`src/rtl/spi_slave_if_if.sv`:
```
// Word-side interface of the SPI slave.
//   tx_data/tx_valid/tx_ready : word offered to the slave for transmission
//   rx_data/rx_valid/rx_ready : word received from the master
//   rx_overrun, tx_underrun, frame_abort : one-cycle status pulses
// Modport slave is the SPI block side; modport master is the local-logic side.
interface spi_slave_if_if #(
  parameter int unsigned WIDTH = 8
);
  logic [WIDTH-1:0] tx_data;
  logic             tx_valid;
  logic             tx_ready;
  logic [WIDTH-1:0] rx_data;
  logic             rx_valid;
  logic             rx_ready;
  logic             rx_overrun;
  logic             tx_underrun;
  logic             frame_abort;

  modport slave (
    input  tx_data, tx_valid, rx_ready,
    output tx_ready, rx_data, rx_valid, rx_overrun, tx_underrun, frame_abort
  );

  modport master (
    output tx_data, tx_valid, rx_ready,
    input  tx_ready, rx_data, rx_valid, rx_overrun, tx_underrun, frame_abort
  );
endinterface

```
`src/rtl/spi_slave_if.sv`:
```
// SPI slave, all four cpol/cpha modes, MSB- or LSB-first.
// SPI pins are oversampled in the wb_clk_i domain (wb_clk_i >= 4x sclk).
// Ports:
//   wb_clk_i, wb_rst_i   : system clock, synchronous active-high reset
//   cpol, cpha, lsb_first: mode controls, taken only while idle
//   ss_n_i, sclk_i, mosi_i : asynchronous SPI inputs
//   miso_o, miso_oe      : serial output and its enable
//   bus                  : word-side TX/RX valid/ready interface and status pulses
module spi_slave_if #(
  parameter int unsigned      WIDTH   = 8,
  parameter logic [WIDTH-1:0] TX_IDLE = {WIDTH{1'b1}}
) (
  input  logic         wb_clk_i,
  input  logic         wb_rst_i,
  input  logic         cpol,
  input  logic         cpha,
  input  logic         lsb_first,
  input  logic         ss_n_i,
  input  logic         sclk_i,
  input  logic         mosi_i,
  output logic         miso_o,
  output logic         miso_oe,
  spi_slave_if_if.slave bus
);

  localparam int unsigned CntW = (WIDTH > 1) ? $clog2(WIDTH) : 1;

  typedef enum logic [0:0] {StIdle, StActive} state_e;

  // [0] metastability flop, [1] synchronised value, [2] history for edge detect.
  // Left unreset so a reset with ss_n held low cannot fake a fresh ss_n fall.
  logic [2:0] ss_pipe, sclk_pipe, mosi_pipe;

  always_ff @(posedge wb_clk_i) begin
    ss_pipe   <= {ss_pipe[1:0], ss_n_i};
    sclk_pipe <= {sclk_pipe[1:0], sclk_i};
    mosi_pipe <= {mosi_pipe[1:0], mosi_i};
  end

  state_e           state_q, state_d;
  logic [CntW-1:0]  bit_cnt_q, bit_cnt_d;
  logic [WIDTH-1:0] tx_sr_q, tx_sr_d;
  logic [WIDTH-1:0] rx_sr_q, rx_sr_d;
  logic [WIDTH-1:0] rx_word_q, rx_word_d;
  logic             rx_done_q, rx_done_d;
  logic             miso_q, miso_d;
  logic             oe_q, oe_d;
  logic             fwd_q, fwd_d;   // a full word has completed in this frame
  logic             cpol_q, cpol_d;
  logic             cpha_q, cpha_d;
  logic             lsb_q, lsb_d;
  logic [WIDTH-1:0] hold_q, hold_d;
  logic             hold_full_q, hold_full_d;
  logic [WIDTH-1:0] rx_data_q, rx_data_d;
  logic             rx_valid_q, rx_valid_d;
  logic             overrun_q, overrun_d;
  logic             underrun_q, underrun_d;
  logic             abort_q, abort_d;

  logic ss_fall, ss_rise, sclk_edge, lead_edge, trail_edge, sample_edge, shift_edge;
  logic cpha_eff, lsb_eff, load, shift, tx_wr;
  logic [WIDTH-1:0] word_ld, rx_shifted;

  assign ss_fall     = ss_pipe[2] & ~ss_pipe[1];
  assign ss_rise     = ~ss_pipe[2] & ss_pipe[1];
  assign sclk_edge   = sclk_pipe[2] ^ sclk_pipe[1];
  assign lead_edge   = sclk_edge & (sclk_pipe[1] != cpol_q);
  assign trail_edge  = sclk_edge & (sclk_pipe[1] == cpol_q);
  assign sample_edge = cpha_q ? trail_edge : lead_edge;
  assign shift_edge  = cpha_q ? lead_edge : trail_edge;

  // Mode inputs are live in idle and frozen for the rest of the frame.
  assign cpha_eff = (state_q == StIdle) ? cpha : cpha_q;
  assign lsb_eff  = (state_q == StIdle) ? lsb_first : lsb_q;

  assign word_ld    = hold_full_q ? hold_q : TX_IDLE;
  assign rx_shifted = lsb_q ? {mosi_pipe[2], rx_sr_q[WIDTH-1:1]}
                            : {rx_sr_q[WIDTH-2:0], mosi_pipe[2]};
  assign tx_wr      = bus.tx_valid & ~hold_full_q;

  always_comb begin
    state_d     = state_q;
    bit_cnt_d   = bit_cnt_q;
    tx_sr_d     = tx_sr_q;
    rx_sr_d     = rx_sr_q;
    rx_word_d   = rx_word_q;
    rx_done_d   = 1'b0;
    miso_d      = miso_q;
    oe_d        = oe_q;
    fwd_d       = fwd_q;
    cpol_d      = cpol_q;
    cpha_d      = cpha_q;
    lsb_d       = lsb_q;
    hold_d      = hold_q;
    hold_full_d = hold_full_q;
    rx_data_d   = rx_data_q;
    rx_valid_d  = rx_valid_q;
    overrun_d   = 1'b0;
    underrun_d  = 1'b0;
    abort_d     = 1'b0;
    load        = 1'b0;
    shift       = 1'b0;

    unique case (state_q)
      StIdle: begin
        cpol_d = cpol;
        cpha_d = cpha;
        lsb_d  = lsb_first;
        if (ss_fall) begin
          state_d   = StActive;
          oe_d      = 1'b1;
          bit_cnt_d = '0;
          fwd_d     = 1'b0;
          load      = ~cpha_eff;
        end
      end
      StActive: begin
        if (ss_rise) begin
          state_d   = StIdle;
          abort_d   = (bit_cnt_q != '0);
          bit_cnt_d = '0;
          oe_d      = 1'b0;
          miso_d    = 1'b0;
          fwd_d     = 1'b0;
        end else if (sample_edge) begin
          rx_sr_d = rx_shifted;
          if (bit_cnt_q == CntW'(WIDTH - 1)) begin
            bit_cnt_d = '0;
            rx_word_d = rx_shifted;
            rx_done_d = 1'b1;
            fwd_d     = 1'b1;
          end else begin
            bit_cnt_d = bit_cnt_q + CntW'(1);
          end
        end else if (shift_edge) begin
          // Word boundary: cpha=1 loads at every word start, cpha=0 only after
          // the first word (the first word was loaded at ss_n fall).
          if ((bit_cnt_q == '0) && (cpha_q || fwd_q)) begin
            load = 1'b1;
          end else begin
            shift = 1'b1;
          end
        end
      end
      default: state_d = StIdle;
    endcase

    // tx_sr holds the bits still to be driven; miso gets the head bit.
    if (load) begin
      underrun_d = ~hold_full_q;
      miso_d     = lsb_eff ? word_ld[0] : word_ld[WIDTH-1];
      tx_sr_d    = lsb_eff ? (word_ld >> 1) : (word_ld << 1);
    end else if (shift) begin
      miso_d  = lsb_eff ? tx_sr_q[0] : tx_sr_q[WIDTH-1];
      tx_sr_d = lsb_eff ? (tx_sr_q >> 1) : (tx_sr_q << 1);
    end

    hold_full_d = (hold_full_q & ~load) | tx_wr;
    if (tx_wr) begin
      hold_d = bus.tx_data;
    end

    if (rx_done_q) begin
      if (!rx_valid_q || bus.rx_ready) begin
        rx_data_d  = rx_word_q;
        rx_valid_d = 1'b1;
      end else begin
        overrun_d = 1'b1;
      end
    end else if (rx_valid_q && bus.rx_ready) begin
      rx_valid_d = 1'b0;
    end
  end

  always_ff @(posedge wb_clk_i) begin
    if (wb_rst_i) begin
      state_q     <= StIdle;
      bit_cnt_q   <= '0;
      tx_sr_q     <= '0;
      rx_sr_q     <= '0;
      rx_word_q   <= '0;
      rx_done_q   <= 1'b0;
      miso_q      <= 1'b0;
      oe_q        <= 1'b0;
      fwd_q       <= 1'b0;
      cpol_q      <= 1'b0;
      cpha_q      <= 1'b0;
      lsb_q       <= 1'b0;
      hold_q      <= '0;
      hold_full_q <= 1'b0;
      rx_data_q   <= '0;
      rx_valid_q  <= 1'b0;
      overrun_q   <= 1'b0;
      underrun_q  <= 1'b0;
      abort_q     <= 1'b0;
    end else begin
      state_q     <= state_d;
      bit_cnt_q   <= bit_cnt_d;
      tx_sr_q     <= tx_sr_d;
      rx_sr_q     <= rx_sr_d;
      rx_word_q   <= rx_word_d;
      rx_done_q   <= rx_done_d;
      miso_q      <= miso_d;
      oe_q        <= oe_d;
      fwd_q       <= fwd_d;
      cpol_q      <= cpol_d;
      cpha_q      <= cpha_d;
      lsb_q       <= lsb_d;
      hold_q      <= hold_d;
      hold_full_q <= hold_full_d;
      rx_data_q   <= rx_data_d;
      rx_valid_q  <= rx_valid_d;
      overrun_q   <= overrun_d;
      underrun_q  <= underrun_d;
      abort_q     <= abort_d;
    end
  end

  assign miso_o          = miso_q;
  assign miso_oe         = oe_q;
  assign bus.tx_ready    = ~hold_full_q;
  assign bus.rx_data     = rx_data_q;
  assign bus.rx_valid    = rx_valid_q;
  assign bus.rx_overrun  = overrun_q;
  assign bus.tx_underrun = underrun_q;
  assign bus.frame_abort = abort_q;

endmodule
```
`src/flat_wrapper.sv`:
```
// flat-port wrapper written by rule: the top's interface ports become plain ports
module spi_slave_if_flat 
#(
  parameter int unsigned      WIDTH   = 8,
  parameter logic [WIDTH-1:0] TX_IDLE = {WIDTH{1'b1}}
)
  (wb_clk_i, wb_rst_i, cpol, cpha, lsb_first, ss_n_i, sclk_i, mosi_i, miso_o, miso_oe, bus_tx_data, bus_tx_valid, bus_rx_ready, bus_tx_ready, bus_rx_data, bus_rx_valid, bus_rx_overrun, bus_tx_underrun, bus_frame_abort);
  spi_slave_if_if #(.WIDTH(WIDTH)) bus_i ();
  input  logic wb_clk_i;
  input  logic wb_rst_i;
  input  logic cpol;
  input  logic cpha;
  input  logic lsb_first;
  input  logic ss_n_i;
  input  logic sclk_i;
  input  logic mosi_i;
  output logic miso_o;
  output logic miso_oe;
  input wire logic [$bits(bus_i.tx_data)-1:0] bus_tx_data;
  input wire logic [$bits(bus_i.tx_valid)-1:0] bus_tx_valid;
  input wire logic [$bits(bus_i.rx_ready)-1:0] bus_rx_ready;
  output wire logic [$bits(bus_i.tx_ready)-1:0] bus_tx_ready;
  output wire logic [$bits(bus_i.rx_data)-1:0] bus_rx_data;
  output wire logic [$bits(bus_i.rx_valid)-1:0] bus_rx_valid;
  output wire logic [$bits(bus_i.rx_overrun)-1:0] bus_rx_overrun;
  output wire logic [$bits(bus_i.tx_underrun)-1:0] bus_tx_underrun;
  output wire logic [$bits(bus_i.frame_abort)-1:0] bus_frame_abort;
  assign bus_i.tx_data = bus_tx_data;
  assign bus_i.tx_valid = bus_tx_valid;
  assign bus_i.rx_ready = bus_rx_ready;
  assign bus_tx_ready = bus_i.tx_ready;
  assign bus_rx_data = bus_i.rx_data;
  assign bus_rx_valid = bus_i.rx_valid;
  assign bus_rx_overrun = bus_i.rx_overrun;
  assign bus_tx_underrun = bus_i.tx_underrun;
  assign bus_frame_abort = bus_i.frame_abort;
  spi_slave_if #(.WIDTH(WIDTH), .TX_IDLE(TX_IDLE)) u_core (.wb_clk_i(wb_clk_i), .wb_rst_i(wb_rst_i), .cpol(cpol), .cpha(cpha), .lsb_first(lsb_first), .ss_n_i(ss_n_i), .sclk_i(sclk_i), .mosi_i(mosi_i), .miso_o(miso_o), .miso_oe(miso_oe), .bus(bus_i));
endmodule
```
`config.mk`:
```
export PLATFORM = sky130hd
export DESIGN_NAME = spi_slave_if_flat
export DESIGN_NICKNAME = d
export VERILOG_FILES = /design/src/rtl/spi_slave_if_if.sv /design/src/rtl/spi_slave_if.sv /design/src/flat_wrapper.sv
export SDC_FILE = /design/constraint.sdc
export NUM_CORES = 1
export LEC_CHECK = 0
export ABC_AREA = 1
export BUFFER_PORTS_ARGS = -buffer_cell sky130_fd_sc_hd__buf_4
export CORE_MARGIN = 2
export CORE_UTILIZATION = 55
export DETAILED_ROUTE_END_ITERATION = 10
export PLACE_DENSITY = 0.73
export SETUP_SLACK_MARGIN = 0.2
export SYNTH_ARGS = -nofsm -noshare
export SYNTH_HDL_FRONTEND = slang
export SYNTH_SLANG_ARGS = --single-unit
```
`constraint.sdc`:
```
create_clock -name wb_clk_i -period 2.3 [get_ports wb_clk_i]
set_clock_uncertainty 0.1 [all_clocks]
set_input_delay 0.345 -clock wb_clk_i [delete_from_list [all_inputs] [get_ports wb_clk_i]]
set_output_delay 0.345 -clock wb_clk_i [all_outputs]
set_load 0.02 [all_outputs]
```
* Word-level counts from Yosys, hierarchy flattened
Index checks and enable logic that the tools add are counted.
** Word-level totals
- Bits in latches :: 0
- Register bits after elaboration :: 65
- RAM bits :: 0
- Bits in read-only memories :: 0
- Memories :: 0
- Input bits :: 18
- Output and inout port bits :: 15
** Cells by class
- $lt $le $gt $ge :: 0
- Multiplexer cells :: 47
- Add/subtract/negate cells :: 1
- Equal/unequal tests :: 8
- Divide/modulo/power cells :: 0
- Multiply operators :: 0
- Shift operators :: 0
- Bitwise operators :: 17
- Reductions and logical operators :: 23
** Operator list (count)
- $mux 8 :: 6
- $mux 1 :: 32
- $mux 3 :: 4
- $reduce_and 2->1 :: 5
- $not 1->1 :: 9
- $reduce_bool 3->1 :: 3
- $pmux 1 s2 :: 4
- $and 1x1->1 :: 6
- $ne 3x3->1 const B :: 2
- $pmux 3 s2 :: 1
- $reduce_and 3->1 :: 2
- $ne 2x2->1 const B :: 2
- $reduce_and 4->1 :: 1
- $reduce_bool 2->1 :: 2
- $reduce_or 2->1 :: 2
- $reduce_or 4->1 :: 1
- $add 3x1->3 const B :: 1
- $eq 3x3->1 const B :: 1
- $logic_not 3->1 :: 1
- $reduce_or 3->1 :: 1
- $logic_and 1x1->1 :: 2
- $logic_or 1x1->1 :: 2
- $ne 2x1->1 const B :: 1
- $eq 1x1->1 :: 1
- 4 further kinds :: 4

* Longest topological paths before layout
Gate-level depths: netlist of the first run.
- Word-level depth :: 10
- Gate-level depth with buffers :: 14

* Least setup slack after synthesis of the first run
OpenSTA, ideal clock, no wires.
- Path type :: register to register
- From :: reg u_core.bit_cnt_q[0]
- To :: reg u_core.tx_sr_q[4]
- Data required time :: 2072 ps
- Clock period less this slack :: 1613 ps
- Path buffers :: 0
- Stages on the path, launching flop included :: 15
- Arrival time :: 1385 ps
- Path slack :: 687 ps
- Cell sequence :: dfxtp_1 -> inv_1 -> ha_1 -> inv_1 -> nor2_1 -> o21ai_1 -> inv_1 -> nand2_1 -> nor2_4 -> nand2_4 -> nand2_4 -> nand2_1 -> nand2_1 -> nor2_1 -> nor2_1
** Between the ends
- Longest elaborated chain between the ends :: 8
- Elaborated cells between the ends (all ways) :: 14
- Those cells by class :: mux: 11; reduce/logical: 3
** Ends and longest elaborated chain
- start: declaration :: line spi_slave_if.sv:41 : logic [CntW-1:0] bit_cnt_q, bit_cnt_d;
- start signal: assignment :: line spi_slave_if.sv:198 : bit_cnt_q <= bit_cnt_d;
- $logic_not 3->1 * :: line spi_slave_if.sv:138 : if ((bit_cnt_q == '0) && (cpha_q || fwd_q)) begin
- $logic_and 1x1->1 * :: line spi_slave_if.sv:138
- $mux 1 :: line spi_slave_if.sv:138
- $mux 1 :: line spi_slave_if.sv:135 : end else if (shift_edge) begin
- $mux 1 :: line spi_slave_if.sv:125 : end else if (sample_edge) begin
- $mux 1 :: line spi_slave_if.sv:118 : if (ss_rise) begin
- $pmux 1 s2 / $mux 1 (equally long branches) :: line spi_slave_if.sv:104 : unique case (state_q)
- $mux 8 / $reduce_bool 2->1 (equally long branches)
- end signal: assignment :: line spi_slave_if.sv:199 : tx_sr_q <= tx_sr_d;
- end: declaration :: line spi_slave_if.sv:42 : logic [WIDTH-1:0] tx_sr_q, tx_sr_d;
Every way passes the cells marked *; elsewhere a longest branch is shown, timed or not.
A chain may end at the register's enable or synchronous reset.

* Final worst setup path of the first run
- From :: reg u_core.bit_cnt_q[0]
- To :: reg u_core.tx_sr_q[3]
Same word-level chain as after synthesis.

==> results of run 1 <==
==> timing repair <==
action | CTS | global route
setup buffers | 0 | 0
setup endpoints to repair | 0 | 5
gates resized for setup | 0 | 1
endpoints found under the hold margin | 3 | 0
hold buffers | 3 | 0
==> layout make-up <==
class	count	share of cell area, %
Clock inverter	6	1.03
Multi-Input combinational cell	270	40.3
Sequential cell	65	38.4
Inverter	42	4.65
Tap cell	70	2.58
Timing Repair Buffer	41	9.30
Clock buffer	10	3.76
==> kinds of logic after synthesis <==
| family | synth area share (%) |
|---|---|
| simple gates | 29.7 |
| buf+inv | 8.42 |
| flops | 44.7 |
| compound gates | 15.9 |
| fa+ha+maj | 1.29 |
==> per-layer routing <==
metal / wire, um / share of wire, % / vias to the layer above / global-route usage [%]
met5: 0 / 0 / - / 0
met4: 109 / 1.8 / 0 / 9.09
met3: 226 / 3.8 / 10 / 5.65
met1: 2740 / 46 / 1143 / 27.3
li1: - / - / 1333 / -
met2: 2830 / 48 / 40 / 35.5
==> registers in the layout (all words and copies together), names as in the netlist, 3 cells and up <==
register,count
u_core.bus.rx_data,8
u_core.hold_q,8
u_core.rx_sr_q,8
u_core.rx_word_q,8
u_core.tx_sr_q,8
u_core.bit_cnt_q,3
u_core.mosi_pipe,3
u_core.sclk_pipe,3
u_core.ss_pipe,3
==> layout by cell type, fill, tap and decap left out, types with 2 or more instances in the layout <==
cell type and n:
nor2_1 73, dfxtp_1 64, nand2_1 57, o21ai_0 50, buf_4 38, inv_1 35
a21oi_1 20, o21ai_1 16, nand3_1 15, nand2_2 10, clkbuf_8 9, inv_2 7
nand3_2 4, nor3_1 4, clkinv_2 4, nand2_4 3, nor2_4 3, ha_1 3
dlygate4sd3_1 3, nand4_4 2, a311oi_1 2, clkinvlp_4 2
==> worst reg2reg max path, cell delays in order (launching register included) <==
cell and delay [ns]:
dfxtp_1 0.37, inv_1 0.06, ha_1 0.18, inv_1 0.05, nor2_1 0.04, o21ai_1 0.17, inv_1 0.12, nand3_2 0.09
nand2_2 0.06, nand2_2 0.22, o21ai_1 0.11, nor2_1 0.09, nor2_1 0.05
==> worst paths after layout <==
kind                  endpoint           startpoint  slack (ns)  cells past startpoint
min           u_core.hold_q[7]       bus_tx_data[7]        0.16                      3
max reg2reg  u_core.tx_sr_q[3]  u_core.bit_cnt_q[0]        0.50                     12
min reg2reg  u_core.ss_pipe[1]    u_core.ss_pipe[0]        0.22                      0
max          u_core.tx_sr_q[3]  u_core.bit_cnt_q[0]        0.50                     12
==> through the flow <==
| step | total power, mW | worst slack (ns) | instances | hold slack, ns | instance area [sq um] |
|---|---|---|---|---|---|
| final | 2.35 | 0.496 | 504 | 0.164 | 3390 |
| after global routing | 2.47 | 0.333 | 504 | 0.175 | 3390 |
| after CTS | 2.37 | 0.335 | 504 | 0.154 | 3390 |
| after detailed placement | 1.55 | 0.355 | 485 | 0.213 | 3200 |
| after global placement | 1.55 | 0.470 | 485 | 0.210 | 3200 |
| after floorplan | 1.47 | 0.687 | 392 | 0.210 | 2910 |
==> power groups by stage <==
stage / clock network (mW) / registers, mW / logic (mW)
CTS: 0.841 / 1.21 / 0.322
global route: 0.885 / 1.22 / 0.366
floorplan: 0 / 1.23 / 0.245
detailed placement: 0 / 1.24 / 0.317
finish: 0.821 / 1.21 / 0.322
global placement: 0 / 1.24 / 0.310
==> results.sh, run 1 <==
export IMPL_gp_congestion=0.886
export IMPL_ioPinCount=33
export IMPL_synth_top_area_cell="dfxtp_1"
export IMPL_synth_flop_cell="dfxtp_1"
export IMPL_yosysMostFrequentCell="nor2_1"
export IMPL_yosysSeqAreaShare_pct=44.7
export IMPL_p_leak_nw=1.50
export IMPL_p_seq_share_pct=51.5
export IMPL_grt_pass1_wl_um=10400
export IMPL_intPower_mw=1.68
export IMPL_layout_area_seq_sq_mm=0.00130
export IMPL_drt_first_iter_violations=195
export IMPL_fin_nets=450
export IMPL_worst_setup_path_start_kind="register"
export IMPL_synth_top_area_share_pct=44.7
export IMPL_peakVddDrop_uv=486
export IMPL_cts_buffers=9
export IMPL_grt_max_degree=30
export IMPL_clk_pin_slew_worst_paths_ns=0.07
export IMPL_drc=0
export IMPL_multiInputGateArea_sq_mm=0.00137
export IMPL_path_class="register to register"
export IMPL_swShare_pct=28.7
export IMPL_worstPathCellList="inv_1 > ha_1 > inv_1 > nor2_1 > o21ai_1 > inv_1 > nand3_2 > nand2_2 > nand2_2 > o21ai_1 > nor2_1 > nor2_1"
export IMPL_tns_ns=0
export IMPL_die_y_um=76.8
export IMPL_htreeDepth=3
export IMPL_cts_sinks=65
export IMPL_critPathTopFamily="simple AND/OR/NAND/NOR gates"
export IMPL_port_buffers=32
export IMPL_core_region_area_sq_mm=0.00511
export IMPL_initial_core_util_pct=57.0
export IMPL_p_clk_share_pct=34.9
export IMPL_fin_util_pct=66.4
export IMPL_finalWirelength_um=5900
export IMPL_grt_total_usage_pct=21.8
export IMPL_drt_pass1_iter_count=4
export IMPL_drive_gt1_share_pct=20.7
export IMPL_critPathBufInv=3
export IMPL_max_stage_delay_ns=0.37
export IMPL_vias=2526
export IMPL_status="finished clean"
export IMPL_dieArea_sq_mm=0.00589
export IMPL_postRouteAntennaNets=0
export IMPL_path_max_fanout=11
export IMPL_p_per_area_mw_per_mm2=694
export IMPL_hp_class="input pin to register"
export IMPL_dpl_hpwl_um=4260
export IMPL_combPwrFrac_pct=13.7
export IMPL_grt_pass1_vias=2357
export IMPL_clock_latency_ns=0.34
export IMPL_area_delta_synth_final_pct=16.5
export IMPL_clock_path_buffers=2
export IMPL_yosys_top_cells_count="73 x nor2_1, 65 x dfxtp_1, 57 x nand2_1, 50 x o21ai_0, 35 x inv_1"
export IMPL_final_max_slew_viol_count=0
export IMPL_max_freq_mhz=554
export IMPL_synth_seq_cells=65
export IMPL_hold_viol=0
export IMPL_critical_path_required_ns=2.44
export IMPL_overflow=0
export IMPL_antenna_found_initial=0
export IMPL_end_kind="register"
export IMPL_worst_pin_slew_ns=0.398
export IMPL_synth_fp_nets=413
export IMPL_die_w_um=76.8
export IMPL_diodes=0
export IMPL_synth_cells=392
export IMPL_synth_edf_count=0
export IMPL_via_per_inst=5.01
export IMPL_avgSynthCellArea_sq_um=7.43
export IMPL_cts_root_buf="clkbuf_8"
export IMPL_fin_crit_sh_pct=78.4
export IMPL_synthArstFlopShare_pct=0
export IMPL_synth_area_sq_mm=0.00291
export IMPL_fill_cells=452
export IMPL_rsz0062_at_grt="false"
export IMPL_cp_arrival_ns=1.94
export IMPL_power_switching_mw=0.675
export IMPL_synth_area_leaders="dfxtp_1 45%, nor2_1 9.4%, o21ai_0 8.6%"
export IMPL_synth_cell_types=31
export IMPL_period_minus_slack_ns=1.80
export IMPL_cp_slowest_cell="dfxtp_1"
export IMPL_tritoncts="built"
export IMPL_yosys_warnings=0
export IMPL_setup_viol=0
export IMPL_num_rows=26
export IMPL_max_slew_margin_pct=73.3
export IMPL_wire_per_inst_um=11.7
export IMPL_maxCapViolCount=0
No activity file was read; power rests on OpenSTA's default activity.
==> run 2, diff against run 1 <==
--- a/config.mk
+++ b/config.mk
@@ -8,9 +8,9 @@
 export ABC_AREA = 1
 export BUFFER_PORTS_ARGS = -buffer_cell sky130_fd_sc_hd__buf_4
 export CORE_MARGIN = 2
-export CORE_UTILIZATION = 55
+export CORE_UTILIZATION = 52
 export DETAILED_ROUTE_END_ITERATION = 10
-export PLACE_DENSITY = 0.73
+export PLACE_DENSITY = 0.72
 export SETUP_SLACK_MARGIN = 0.2
 export SYNTH_ARGS = -nofsm -noshare
 export SYNTH_HDL_FRONTEND = slang
==> constraint.sdc (replaced) <==
create_clock -name wb_clk_i -period 1.4 [get_ports wb_clk_i]
set_clock_uncertainty 0.1 [all_clocks]
set_input_delay 0.21 -clock wb_clk_i [delete_from_list [all_inputs] [get_ports wb_clk_i]]
set_output_delay 0.21 -clock wb_clk_i [all_outputs]
set_load 0.02 [all_outputs]
==> results.sh, run 2 (synthesis gave the netlist of run 1 again) <==
export IMPL_drc=0
export IMPL_worst_pin_slew_ns=0.655
export IMPL_ioPinCount=33
export IMPL_p_seq_share_pct=43.7
export IMPL_status="finished, violations left"
export IMPL_max_stage_delay_ns=0.34
export IMPL_cts_root_buf="clkbuf_8"
export IMPL_clock_path_buffers=2
export IMPL_fin_crit_sh_pct=113
export IMPL_cp_arrival_ns=1.73
export IMPL_worstPathCellList="inv_2 > ha_4 > inv_2 > nor2_4 > o21ai_4 > inv_2 > nand2_2 > nor2_4 > nand2_4 > nand3_4 > buf_4 > o21ai_2 > nor2_1"
export IMPL_path_class="register to register"
export IMPL_violations="setup timing"
export IMPL_grt_total_usage_pct=24.3
export IMPL_final_max_slew_viol_count=0
export IMPL_critical_path_required_ns=1.54
export IMPL_port_buffers=32
export IMPL_rsz0062_at_grt="true"
export IMPL_clk_pin_slew_worst_paths_ns=0.07
export IMPL_max_freq_mhz=631
export IMPL_antenna_found_initial=0
export IMPL_hp_class="input pin to register"
export IMPL_swShare_pct=27.7
export IMPL_worst_setup_path_start_kind="register"
export IMPL_dpl_hpwl_um=4620
export IMPL_hold_viol=0
export IMPL_htreeDepth=3
export IMPL_grt_pass1_vias=2767
export IMPL_diodes=0
export IMPL_vias=2837
export IMPL_combPwrFrac_pct=19.8
export IMPL_grt_max_degree=31
export IMPL_via_per_inst=5.13
export IMPL_fin_ws_ns=-0.186
export IMPL_wire_per_inst_um=14.0
export IMPL_pre_cts_ws_ns=-0.172
export IMPL_postRouteAntennaNets=0
export IMPL_finalWirelength_um=7720
export IMPL_peakVddDrop_uv=792
export IMPL_p_per_area_mw_per_mm2=1060
export IMPL_grt_pass1_wl_um=12100
export IMPL_core_region_area_sq_mm=0.00547
export IMPL_clock_latency_ns=0.34
export IMPL_end_kind="register"
export IMPL_drt_pass1_iter_count=4
export IMPL_p_clk_share_pct=36.5
export IMPL_p_leak_nw=1.85
export IMPL_cts_buffers=9
export IMPL_die_y_um=78.8
export IMPL_dieArea_sq_mm=0.00621
export IMPL_period_minus_slack_ns=1.59
export IMPL_cp_slowest_cell="dfxtp_2"
export IMPL_die_w_um=78.8
export IMPL_fin_nets=497
export IMPL_final_cell_mix="67 x nor2_1, 67 x buf_4, 55 x dfxtp_1, 49 x nand2_1, 38 x o21ai_0"
export IMPL_power_switching_mw=1.26
export IMPL_initial_core_util_pct=53.2
export IMPL_maxCapViolCount=0
export IMPL_overflow=0
export IMPL_num_rows=27
export IMPL_path_max_fanout=7
export IMPL_drt_first_iter_violations=146
export IMPL_fin_hold_ws_ns=0.0139
export IMPL_postLayoutCellArea_sq_mm=0.00429
export IMPL_max_slew_margin_pct=55.9
export IMPL_dp_cells=512
export IMPL_cts_sinks=65
export IMPL_path_common_cell="inv_2"
export IMPL_area_delta_synth_final_pct=47.3
export IMPL_setup_viol=32
export IMPL_fin_total_pwr_mw=4.56
export IMPL_drive_gt1_share_pct=42.8
export IMPL_postPlaceCellArea_sq_mm=0.00347
export IMPL_tritoncts="built"
export IMPL_gp_congestion=0.827
export IMPL_intPower_mw=3.30
export IMPL_fin_cells=553
-- run 2: cell types whose count changed in the layout (fill, tap and decap cells not counted), moves of 7 or more --
cell | previous run | this run
dfxtp_1 | 64 | 55
a21oi_1 | 20 | 13
inv_1 | 35 | 24
o21ai_2 | 1 | 15
o21ai_0 | 50 | 38
a21oi_2 | 0 | 7
buf_6 | 0 | 10
nand2_1 | 57 | 49
buf_4 | 38 | 67
nand3_1 | 15 | 5
-- run 2: routing by layer --
metal / track usage [%] / wire (um) / vias to the layer above / part of all wire [%]
met1: 28.4 / 3250 / 1324 / 42
met3: 3.52 / 198 / 18 / 2.6
li1: - / - / 1434 / -
met2: 43.7 / 4070 / 61 / 53
met4: 11.6 / 204 / 0 / 2.6
met5: 0 / 0 / - / 0
-- run 2: worst paths after layout --
check                      startpoint                   to  cells past startpoint  slack, ns
setup / recovery  u_core.bit_cnt_q[0]    u_core.tx_sr_q[0]                     13      -0.19
hold / removal         bus_tx_data[5]     u_core.hold_q[5]                      3       0.01
setup reg to reg  u_core.bit_cnt_q[0]    u_core.tx_sr_q[0]                     13      -0.19
hold reg to reg   u_core.sclk_pipe[0]  u_core.sclk_pipe[1]                      0       0.23
-- run 2: timing repair --
item / 4_1_cts / 5_1_grt
hold buffers: 3 / 0
cloned: 3 / 0
hold endpoints to repair: 3 / 0
setup buffers: 9 / 10
setup endpoints to repair: 44 / 48
resized for setup: 31 / 78
pin swaps: 22 / 28
-- run 2: cell type report --
class	count	area, sq um
well taps	72	90.1
clock buffers	14	173
inverters	42	178
flip-flops and latches	65	1320
repair buffers	86	746
clock inverters	2	35.0
multi-input cells	272	1750
fillers	378	1180
-- run 2: power groups by stage --
stage	logic [mW]	clock network, mW	registers, mW
finish	0.905	1.67	1.99
global route	0.987	1.76	2.00
CTS	0.731	1.67	1.99
detailed placement	0.639	0	2.03
global placement	0.627	0	2.02
floorplan	0.425	0	2.03
-- run 2: critical path, delay by kind of cell, from the launching register on --
kind                     cells  cell delay, ns
adder cells (fa/ha/maj)      1            0.14
AO/OA/AOI/OAI                2            0.18
buffers and inverters        4            0.32
AND/OR/NAND/NOR              6            0.39
flip-flops                   1            0.34
-- run 2: per-stage QoR --
stage	TNS, ns	utilization, %
after floorplan	-0.623	-
after global placement	-1.46	63.4
after detailed placement	-1.95	63.4
after CTS	-2.24	71.3
after global routing	-6.50	78.4
final	-3.67	78.4
==> run 3, diff against run 2 <==
--- a/config.mk
+++ b/config.mk
@@ -10,8 +10,10 @@
 export CORE_MARGIN = 2
 export CORE_UTILIZATION = 52
 export DETAILED_ROUTE_END_ITERATION = 10
+export GPL_TIMING_DRIVEN = 0
 export PLACE_DENSITY = 0.72
 export SETUP_SLACK_MARGIN = 0.2
+export SLEW_MARGIN = 20
 export SYNTH_ARGS = -nofsm -noshare
 export SYNTH_HDL_FRONTEND = slang
 export SYNTH_SLANG_ARGS = --single-unit
==> results.sh, run 3 (synthesis gave the netlist of run 1 again) <==
export IMPL_cp_arrival_ns=1.80
export IMPL_cts_buffers=9
export IMPL_diodes=0
export IMPL_num_rows=27
export IMPL_drc=0
export IMPL_core_region_area_sq_mm=0.00547
export IMPL_critical_path_required_ns=1.54
export IMPL_tritoncts="built"
export IMPL_clk_pin_slew_worst_paths_ns=0.08
export IMPL_hold_viol=2
export IMPL_grt_max_degree=12
export IMPL_max_stage_delay_ns=0.33
export IMPL_path_common_cell="inv_2"
export IMPL_path_class="register to register"
export IMPL_max_freq_mhz=602
export IMPL_rsz0062_at_grt="true"
export IMPL_clock_path_buffers=2
export IMPL_combPwrFrac_pct=18.8
export IMPL_fin_ws_ns=-0.260
export IMPL_dpl_hpwl_um=4600
export IMPL_fin_hold_ws_ns=-0.00416
export IMPL_swShare_pct=28.3
export IMPL_die_w_um=78.8
export IMPL_fin_crit_sh_pct=119
export IMPL_finalWirelength_um=8030
export IMPL_period_minus_slack_ns=1.66
export IMPL_status="finished, violations left"
export IMPL_grt_total_usage_pct=24.8
export IMPL_final_cell_mix="68 x nor2_1, 53 x dfxtp_1, 47 x nand2_1, 47 x buf_4, 28 x o21ai_1"
export IMPL_htreeDepth=3
export IMPL_setup_viol=31
export IMPL_r2r_cells=14
export IMPL_final_max_slew_viol_count=0
export IMPL_clock_latency_ns=0.34
export IMPL_worstPathCellList="inv_2 > ha_4 > inv_2 > nor2_4 > o21ai_4 > inv_2 > nand3_2 > nand2_2 > nand2_4 > buf_6 > nand2_2 > nand2_1 > nor2_1 > nor2_1"
export IMPL_drive_gt1_share_pct=41.9
export IMPL_peakVddDrop_uv=873
export IMPL_ioPinCount=33
export IMPL_reg2reg_from="u_core.bit_cnt_q[1]"
export IMPL_ff2ff_setup_slack_ns=-0.26
export IMPL_cts_root_buf="clkbuf_8"
export IMPL_p_seq_share_pct=43.6
export IMPL_p_leak_nw=1.78
export IMPL_worst_pin_slew_ns=0.561
export IMPL_path_max_fanout=5
export IMPL_fill_cells=378
export IMPL_hold_depth=3
export IMPL_rr_endpoint="u_core.tx_sr_q[0]"
export IMPL_postRouteAntennaNets=0
export IMPL_violations="hold timing, setup timing"
export IMPL_max_slew_margin_pct=62.6
export IMPL_end_kind="register"
export IMPL_pre_cts_ws_ns=-0.283
export IMPL_p_per_area_mw_per_mm2=1100
export IMPL_initial_core_util_pct=53.2
export IMPL_vias=2901
export IMPL_overflow=0
export IMPL_dieArea_sq_mm=0.00621
export IMPL_fin_nets=486
export IMPL_hp_start="bus_tx_data[4]"
export IMPL_maxCapViolCount=0
export IMPL_antenna_found_initial=0
export IMPL_intPower_mw=3.29
export IMPL_via_per_inst=5.35
export IMPL_cp_slowest_cell="dfxtp_2"
export IMPL_hp_class="input pin to register"
export IMPL_port_buffers=32
export IMPL_grt_pass1_wl_um=12100
export IMPL_tns_ns=-3.85
export IMPL_worst_setup_path_start_kind="register"
export IMPL_layout_commonest_cell="nor2_1"
export IMPL_min_to="u_core.hold_q[4]"
export IMPL_drt_pass1_iter_count=5
export IMPL_p_clk_share_pct=37.7
export IMPL_gp_congestion=0.878
export IMPL_grt_pass1_vias=2617
export IMPL_drt_first_iter_violations=197
export IMPL_area_delta_synth_final_pct=43.4
export IMPL_die_y_um=78.8
export IMPL_power_switching_mw=1.30
export IMPL_cts_sinks=65
export IMPL_wire_per_inst_um=14.8
run 3: cell count changes in the layout (fill, tap and decap cells not counted), moves of 4 or more:
cell / previous run / this run
buf_6: 10 / 14
buf_4: 67 / 47
o21ai_0: 38 / 26
o21ai_1: 12 / 28
run 3: worst max-delay path: cells and delay by family (launching register included):
kind,cells,cell delay [ns]
DFF,1,0.33
buffers and inverters,4,0.33
adders and majority gates,1,0.12
and+or+nand+nor,8,0.58
AOI/OAI and AO/OA,1,0.09
run 3: how the worst max path moves through the flow:
stage,start,endpoint,slack [ns]
finish,u_core.bit_cnt_q[1],u_core.tx_sr_q[0],-0.26
global route,u_core.bit_cnt_q[1],u_core.tx_sr_q[0],-0.33
global placement,u_core.bit_cnt_q[1],u_core.bus.tx_underrun,-0.23
floorplan,u_core.bit_cnt_q[1],u_core.tx_sr_q[0],-0.11
CTS,u_core.bit_cnt_q[1],u_core.tx_sr_q[0],-0.19
detailed placement,u_core.bit_cnt_q[0],u_core.bus.tx_underrun,-0.28
run 3: through the flow:
stage / total power, mW / utilization, % / hold WS, ns / area, sq um / cells
2_1_floorplan: 2.45 / - / 0.138 / 2970 / 392
3_5_place_dp: 2.61 / 60.3 / 0.214 / 3300 / 496
3_3_place_gp: 2.60 / 60.3 / 0.211 / 3300 / 496
5_1_grt: 4.75 / 76.3 / 0.00873 / 4180 / 542
6_report: 4.59 / 76.3 / -0.00416 / 4180 / 542
4_1_cts: 4.46 / 70.9 / 0.00538 / 3880 / 534
run 3: power groups by stage:
stage          clock (mW)  sequential [mW]  combinational (mW)
3_5_place_dp            0             2.03               0.582
5_1_grt              1.81             2.01               0.933
3_3_place_gp            0             2.03               0.572
2_1_floorplan           0             2.03               0.425
4_1_cts              1.74             1.99               0.729
6_report             1.73             2.00               0.862
run 3: layout make-up:
class	count	area (sq um)	area share [%]
clock inverters	6	82.6	1.98
clock buffers	10	128	3.06
flip-flops and latches	65	1320	31.7
well taps	72	90.1	2.16
multi-input cells	271	1750	41.8
plain buffers	15	114	2.73
repair buffers	61	518	12.4
inverters	42	175	4.19
run 3: layer usage:
layer	vias up	global-route usage (%)	part of all wire, %
li1	1421	-	-
met1	1353	29.7	41
met2	100	42.8	51
met3	27	6.59	5.0
met4	0	9.31	2.4
met5	-	0	0
run 3: what timing repair did:
item	CTS	global route
buffers inserted	14	8
hold buffers	4	0
setup endpoints to repair	51	49
pin swaps	8	13
hold endpoints to repair	6	0
gates resized for setup	53	86
cloned	4	0
